File: src/rtl/hazard_types_pkg.sv
// Shared types and helpers for the pipeline hazard/redirect controller.
package hazard_types_pkg;

  typedef enum logic [0:0] {
    IDLE    = 1'b0,
    PENDING = 1'b1
  } hazard_state_t;

  // True when a candidate stage index should replace the current best.
  // Strictly-greater keeps the lowest source index on ties when scanned upward.
  function automatic logic highest_stage_sel(input int unsigned cand,
                                             input int unsigned best,
                                             input logic        best_vld);
    return !best_vld || (cand > best);
  endfunction

endpackage

File: src/rtl/redirect_arbiter.sv
// Combinational redirect arbiter: oldest requester (highest stage index) wins,
// lowest source index breaks ties.
module redirect_arbiter
  import hazard_types_pkg::*;
#(
  parameter int unsigned NUM_REDIR = 2,
  parameter int unsigned SW        = 3,
  parameter int unsigned ADDR_W    = 32
) (
  input  logic [NUM_REDIR-1:0]        i_req,
  input  logic [NUM_REDIR*SW-1:0]     i_stage,
  input  logic [NUM_REDIR*ADDR_W-1:0] i_addr,
  output logic                        o_valid,
  output logic [NUM_REDIR-1:0]        o_onehot,
  output logic [SW-1:0]               o_stage,
  output logic [ADDR_W-1:0]           o_addr
);

  // Priority scan over all sources, keeping the running best.
  always_comb begin
    o_valid  = 1'b0;
    o_onehot = '0;
    o_stage  = '0;
    o_addr   = '0;
    for (int k = 0; k < int'(NUM_REDIR); k++) begin
      if (i_req[k] && highest_stage_sel(int'(i_stage[k*SW +: SW]), int'(o_stage), o_valid)) begin
        o_valid     = 1'b1;
        o_onehot    = '0;
        o_onehot[k] = 1'b1;
        o_stage     = i_stage[k*SW +: SW];
        o_addr      = i_addr[k*ADDR_W +: ADDR_W];
      end
    end
  end

endmodule

File: src/rtl/pipeline_hazard_ctrl.sv
// Hazard/redirect controller for an N-stage in-order pipeline.
// Optional perf counters enabled by defining HAZARD_PERF_CNT_EN.
module pipeline_hazard_ctrl
  import hazard_types_pkg::*;
#(
  parameter int unsigned NUM_STAGES = 5,
  parameter int unsigned NUM_REDIR  = 2,
  parameter int unsigned ADDR_W     = 32,
  parameter int unsigned CNT_W      = 32,
  localparam int unsigned SW        = (NUM_STAGES > 1) ? $clog2(NUM_STAGES) : 1
) (
  input  logic                        i_clk,
  input  logic                        i_rst,
  input  logic [NUM_STAGES-1:0]       i_stage_wait,
  input  logic [NUM_REDIR-1:0]        i_redir_req,
  input  logic [NUM_REDIR*SW-1:0]     i_redir_stage,
  input  logic [NUM_REDIR*ADDR_W-1:0] i_redir_addr,
  output logic [NUM_STAGES-1:0]       o_stall,
  output logic [NUM_STAGES-1:0]       o_flush,
  output logic [NUM_REDIR-1:0]        o_redir_accept,
  output logic                        o_pc_redir_valid,
  output logic [ADDR_W-1:0]           o_pc_redir_addr,
  input  logic                        i_pc_redir_ready,
  output logic [CNT_W-1:0]            o_stall_cycles,
  output logic [CNT_W-1:0]            o_redir_count
);

  hazard_state_t         r_state, w_state_next;
  logic [ADDR_W-1:0]     r_addr;
  logic                  w_pending;
  logic                  w_win_valid;
  logic [NUM_REDIR-1:0]  w_win_onehot;
  logic [SW-1:0]         w_win_stage;
  logic [ADDR_W-1:0]     w_win_addr;
  logic                  w_win_stalled;
  logic                  w_accept;
  logic [NUM_STAGES-1:0] w_stall;

  assign w_pending = (r_state == PENDING);

  redirect_arbiter #(
    .NUM_REDIR (NUM_REDIR),
    .SW        (SW),
    .ADDR_W    (ADDR_W)
  ) u_arb (
    .i_req    (i_redir_req),
    .i_stage  (i_redir_stage),
    .i_addr   (i_redir_addr),
    .o_valid  (w_win_valid),
    .o_onehot (w_win_onehot),
    .o_stage  (w_win_stage),
    .o_addr   (w_win_addr)
  );

  // A stage stalls when it or any older stage waits; fetch also stalls on a pending redirect.
  always_comb begin
    w_stall = '0;
    for (int i = 0; i < int'(NUM_STAGES); i++) begin
      w_stall[i] = |(i_stage_wait >> i);
    end
    w_stall[0] = w_stall[0] | w_pending;
  end

  // Stall state at the winner's stage; an out-of-range index never accepts.
  always_comb begin
    w_win_stalled = 1'b1;
    for (int i = 0; i < int'(NUM_STAGES); i++) begin
      if (int'(w_win_stage) == i) w_win_stalled = w_stall[i];
    end
  end

  assign w_accept       = w_win_valid && !w_win_stalled && !i_rst;
  assign o_redir_accept = w_accept ? w_win_onehot : '0;
  assign o_stall        = w_stall;

  // Flush everything younger than an accepted requester; fetch is discarded while pending.
  always_comb begin
    o_flush = '0;
    if (i_rst) begin
      o_flush = '1;
    end else begin
      for (int i = 0; i < int'(NUM_STAGES); i++) begin
        o_flush[i] = w_accept && (i < int'(w_win_stage));
      end
      o_flush[0] = o_flush[0] | w_pending;
    end
  end

  // Next state: a new accept always wins over fetch consuming the old target.
  always_comb begin
    w_state_next = r_state;
    unique case (r_state)
      IDLE:    if (w_accept) w_state_next = PENDING;
      PENDING: begin
        if (w_accept)              w_state_next = PENDING;
        else if (i_pc_redir_ready) w_state_next = IDLE;
      end
      default: w_state_next = IDLE;
    endcase
  end

  // State and latched redirect target.
  always_ff @(posedge i_clk or posedge i_rst) begin
    if (i_rst) begin
      r_state <= IDLE;
      r_addr  <= '0;
    end else begin
      r_state <= w_state_next;
      if (w_accept) r_addr <= w_win_addr;
    end
  end

  assign o_pc_redir_valid = w_pending;
  assign o_pc_redir_addr  = r_addr;

`ifdef HAZARD_PERF_CNT_EN
  logic [CNT_W-1:0] r_stall_cycles, r_redir_count;

  // Saturating perf counters.
  always_ff @(posedge i_clk or posedge i_rst) begin
    if (i_rst) begin
      r_stall_cycles <= '0;
      r_redir_count  <= '0;
    end else begin
      if (w_stall[0] && (r_stall_cycles != '1)) r_stall_cycles <= r_stall_cycles + CNT_W'(1);
      if (w_accept && (r_redir_count != '1))    r_redir_count  <= r_redir_count + CNT_W'(1);
    end
  end

  assign o_stall_cycles = r_stall_cycles;
  assign o_redir_count  = r_redir_count;
`else
  assign o_stall_cycles = '0;
  assign o_redir_count  = '0;
`endif

endmodule

File: config.mk
export PLATFORM = sky130hd
export DESIGN_NAME = pipeline_hazard_ctrl
export DESIGN_NICKNAME = d
export VERILOG_FILES = /design/src/rtl/hazard_types_pkg.sv /design/src/rtl/redirect_arbiter.sv /design/src/rtl/pipeline_hazard_ctrl.sv
export SDC_FILE = /design/constraint.sdc
export NUM_CORES = 1
export LEC_CHECK = 0
export CAP_MARGIN = 20
export CORE_UTILIZATION = 35
export DETAILED_ROUTE_END_ITERATION = 7
export PLACE_DENSITY_LB_ADDON = 0.25
export SETUP_SLACK_MARGIN = 0.3
export SLEW_MARGIN = 30
export SYNTH_ARGS = -nofsm -noshare
export SYNTH_HDL_FRONTEND = slang
export SYNTH_SLANG_ARGS = --single-unit
File: constraint.sdc
create_clock -name i_clk -period 4.8 [get_ports i_clk]
set_input_delay 0.96 -clock i_clk [delete_from_list [all_inputs] [get_ports i_clk]]
set_output_delay 0.96 -clock i_clk [all_outputs]
set_load 0.02 [all_outputs]
==> qor.yml <==
ios: 189
initial_core_util: 0.359
drtIter0Drc: 78
min_period_ps: 4290
post_drt_wl_per_cell_um: 12.6
drv_cap: 0
syn_avg_cell_area_um2: 8.50
crit_fanout: 6
required_ps: 3840
critPathKind: "primary input to output port"
wl_um: 6810
antenna_found_initial: 0
placed_cells: 529
ant_nets: 0
die_h_um: 88.1
status: "finished clean"
tritoncts: "yes"
yosys_warnings: 0
critical-path-top-delay-family: "compound AO/OA/AOI/OAI gates"
clk_pin_slew_worst_paths_ps: 60
area_delta_synth_final_pct: 51.4
vias: 2336
cts-root-buf: "clkbuf_8"
final_nets: 522
detailedPlace.worstSlack_ps: -294
final-setup-viol-count: 0
cts_htree_levels: 2
numCtsBuffers: 5
fin_util: 0.544
holdBufCountCts: 0
grt_pass1_wl_um: 9960
dieArea_mm2: 0.00776
io_buffers: 124
drc_errors: 0
rsz0062_at_grt: "false"
path_cells: "clkdlybuf4s50_1 -> and3b_1 -> o211a_1 -> or4_1 -> a2111o_1 -> o221a_4 -> o211ai_1 -> buf_4"
power_density_mw_per_mm2: 379
fill_cells: 708
synthTopCellsByArea: "dfrtp_1 (32%), buf_4 (19%), nand2_1 (10%), mux2_2 (8.3%), mux2_4 (8.1%)"
grt_max_degree: 34
path_buf_inv: 2
synth_cell_types: 35
cp_slowest_cell: "clkdlybuf4s50_1"
max_freq_mhz: 233
irDropWorstVdd_uv: 167
diodes: 0
cts_sinks: 33
register_area_um2: 826
design.core.area_mm2: 0.00721
synth_seq_area_share: 0.319
finClkSkew_ps: 2.81
clock_latency_ps: 270
multi_input_area_mm2: 0.00146
critical_path_arrival_ps: 3330
dp_hpwl_um: 5190
fin_ws_ps: 508
overflow: 0
max_stage_delay_ps: 530
gr-usage-all-layers: 0.168
grt_pass1_vias: 2058
avgViaCountPerCell: 4.33
firstDrtPassIters: 4
hp-class: "flip-flop to flip-flop"
worstSetupStartpointType: "primary input"
p_leak_nw: 1.97
synth-seq-cells: 33
maxSlewViolCount: 0
rows: 31
gp_congestion: 0.873
synth_top_area_cell: "dfrtp_1"
timing.final.crit_share: 0.894
stdcell_count: 540
hold_ws_ps: 505
drive_above_1_share: 0.179
dieWidth_um: 88.1
endpoint_kind: "output port"
hold_violations: 0
syn-cell-area_mm2: 0.00259
yosys.area.top_type_share: 0.319
syn_inst: 305
clock_path_buffers: 2
## cell usage in the layout (no fill, tap or decap), drive strengths merged, types with 2 or more instances in the layout
master           n
nand3           33
buf             27
inv              6
or2              4
ha               2
nand2           72
dfrtp           33
clkdlybuf4s50  113
conb            64
a21oi            4
mux2            33
dlygate4sd2      3
dlymetal6s2s     2
nor3             2
nor2             8
o211ai           4
clkbuf           8
o21ai            5
a2111o           2
## logic make-up after synthesis
| group | share of synthesized area |
|---|---|
| buf+inv | 0.229 |
| other cells | 0.00145 |
| compound gates | 0.0632 |
| fa+ha+maj | 0.00965 |
| mux | 0.167 |
| flops | 0.319 |
| simple gates | 0.210 |
## synth_stat cells
cell type  number
or2_2           4
or4_1           1
a21o_1          1
o21bai_1        1
buf_1           1
nor3_1          2
and3b_1         1
inv_1           6
o21a_1          1
or3_1           1
clkbuf_1       11
nand3_1        33
a2111o_1        2
a211oi_1        1
nor2_1          8
a22o_1          1
nand2_1        72
mux2_2         19
a31oi_1         1
a21oi_1         4
buf_2           1
nand4_1         1
mux2_4         14
ha_1            2
o221a_2         1
mux2i_1         1
o21ai_0         5
buf_4          65
and4b_1         1
o211a_1         1
buf_6           3
o211ai_1        4
conb_1          1
dfrtp_1        33
and2_1          1
## routing by layer
metal	part of all wire	global-route usage
met1	0.42	0.204
met2	0.48	0.285
met3	0.095	0.0528
met4	0.013	0.0513
met5	0	0
## where the power goes
group          internal (mW)  switching [mW]  leakage (nW)
combinational          0.405           0.368          1.49
sequential             0.392          0.0581         0.423
clock                  0.169          0.0953        0.0585
total                  0.967           0.522          1.97
## stage by stage
stage               instance area (um2)  total power [mW]  TNS, ps
global route                       3920              1.57        0
global placement                   3770              1.22    -1020
CTS                                3910              1.50        0
detailed placement                 3770              1.23    -1280
finish                             3920              1.49        0
floorplan                          2840             0.898        0
## worst paths after layout
check / cells after the start / slack (ps) / startpoint / end
max: 8 / 510 / i_redir_stage[3] / o_flush[0]
min: 1 / 500 / o_pc_redir_addr[7]$_DFFE_PP0P_ / o_pc_redir_addr[7]$_DFFE_PP0P_
max reg2reg: 7 / 2630 / o_pc_redir_valid$_DFF_PP0_ / o_pc_redir_addr[2]$_DFFE_PP0P_
min reg2reg: 1 / 500 / o_pc_redir_addr[7]$_DFFE_PP0P_ / o_pc_redir_addr[7]$_DFFE_PP0P_
max in group asynchronous: 4 / 3140 / i_rst / o_pc_redir_addr[15]$_DFFE_PP0P_
min in group asynchronous: 3 / 1150 / i_rst / o_pc_redir_addr[23]$_DFFE_PP0P_
## timing repair
item,in CTS,in global routing
pin swaps,10,3
resized for setup,28,6
hold endpoints to repair,0,0
setup buffers,3,0
endpoints found under the setup margin,6,6
## registers in the layout, indices dropped and copies added (netlist names)
register	flops
o_pc_redir_addr	32
o_pc_redir_valid	1
## area by class of cell
cell class,count,area share
inverter,6,0.00574
tap,99,0.0316
clock buffer,7,0.0220
multi-input combinational,248,0.371
timing repair buffer,146,0.352
sequential,33,0.210
clock inverter,1,0.00765
Note: power is estimated with default switching activity, not from simulation.
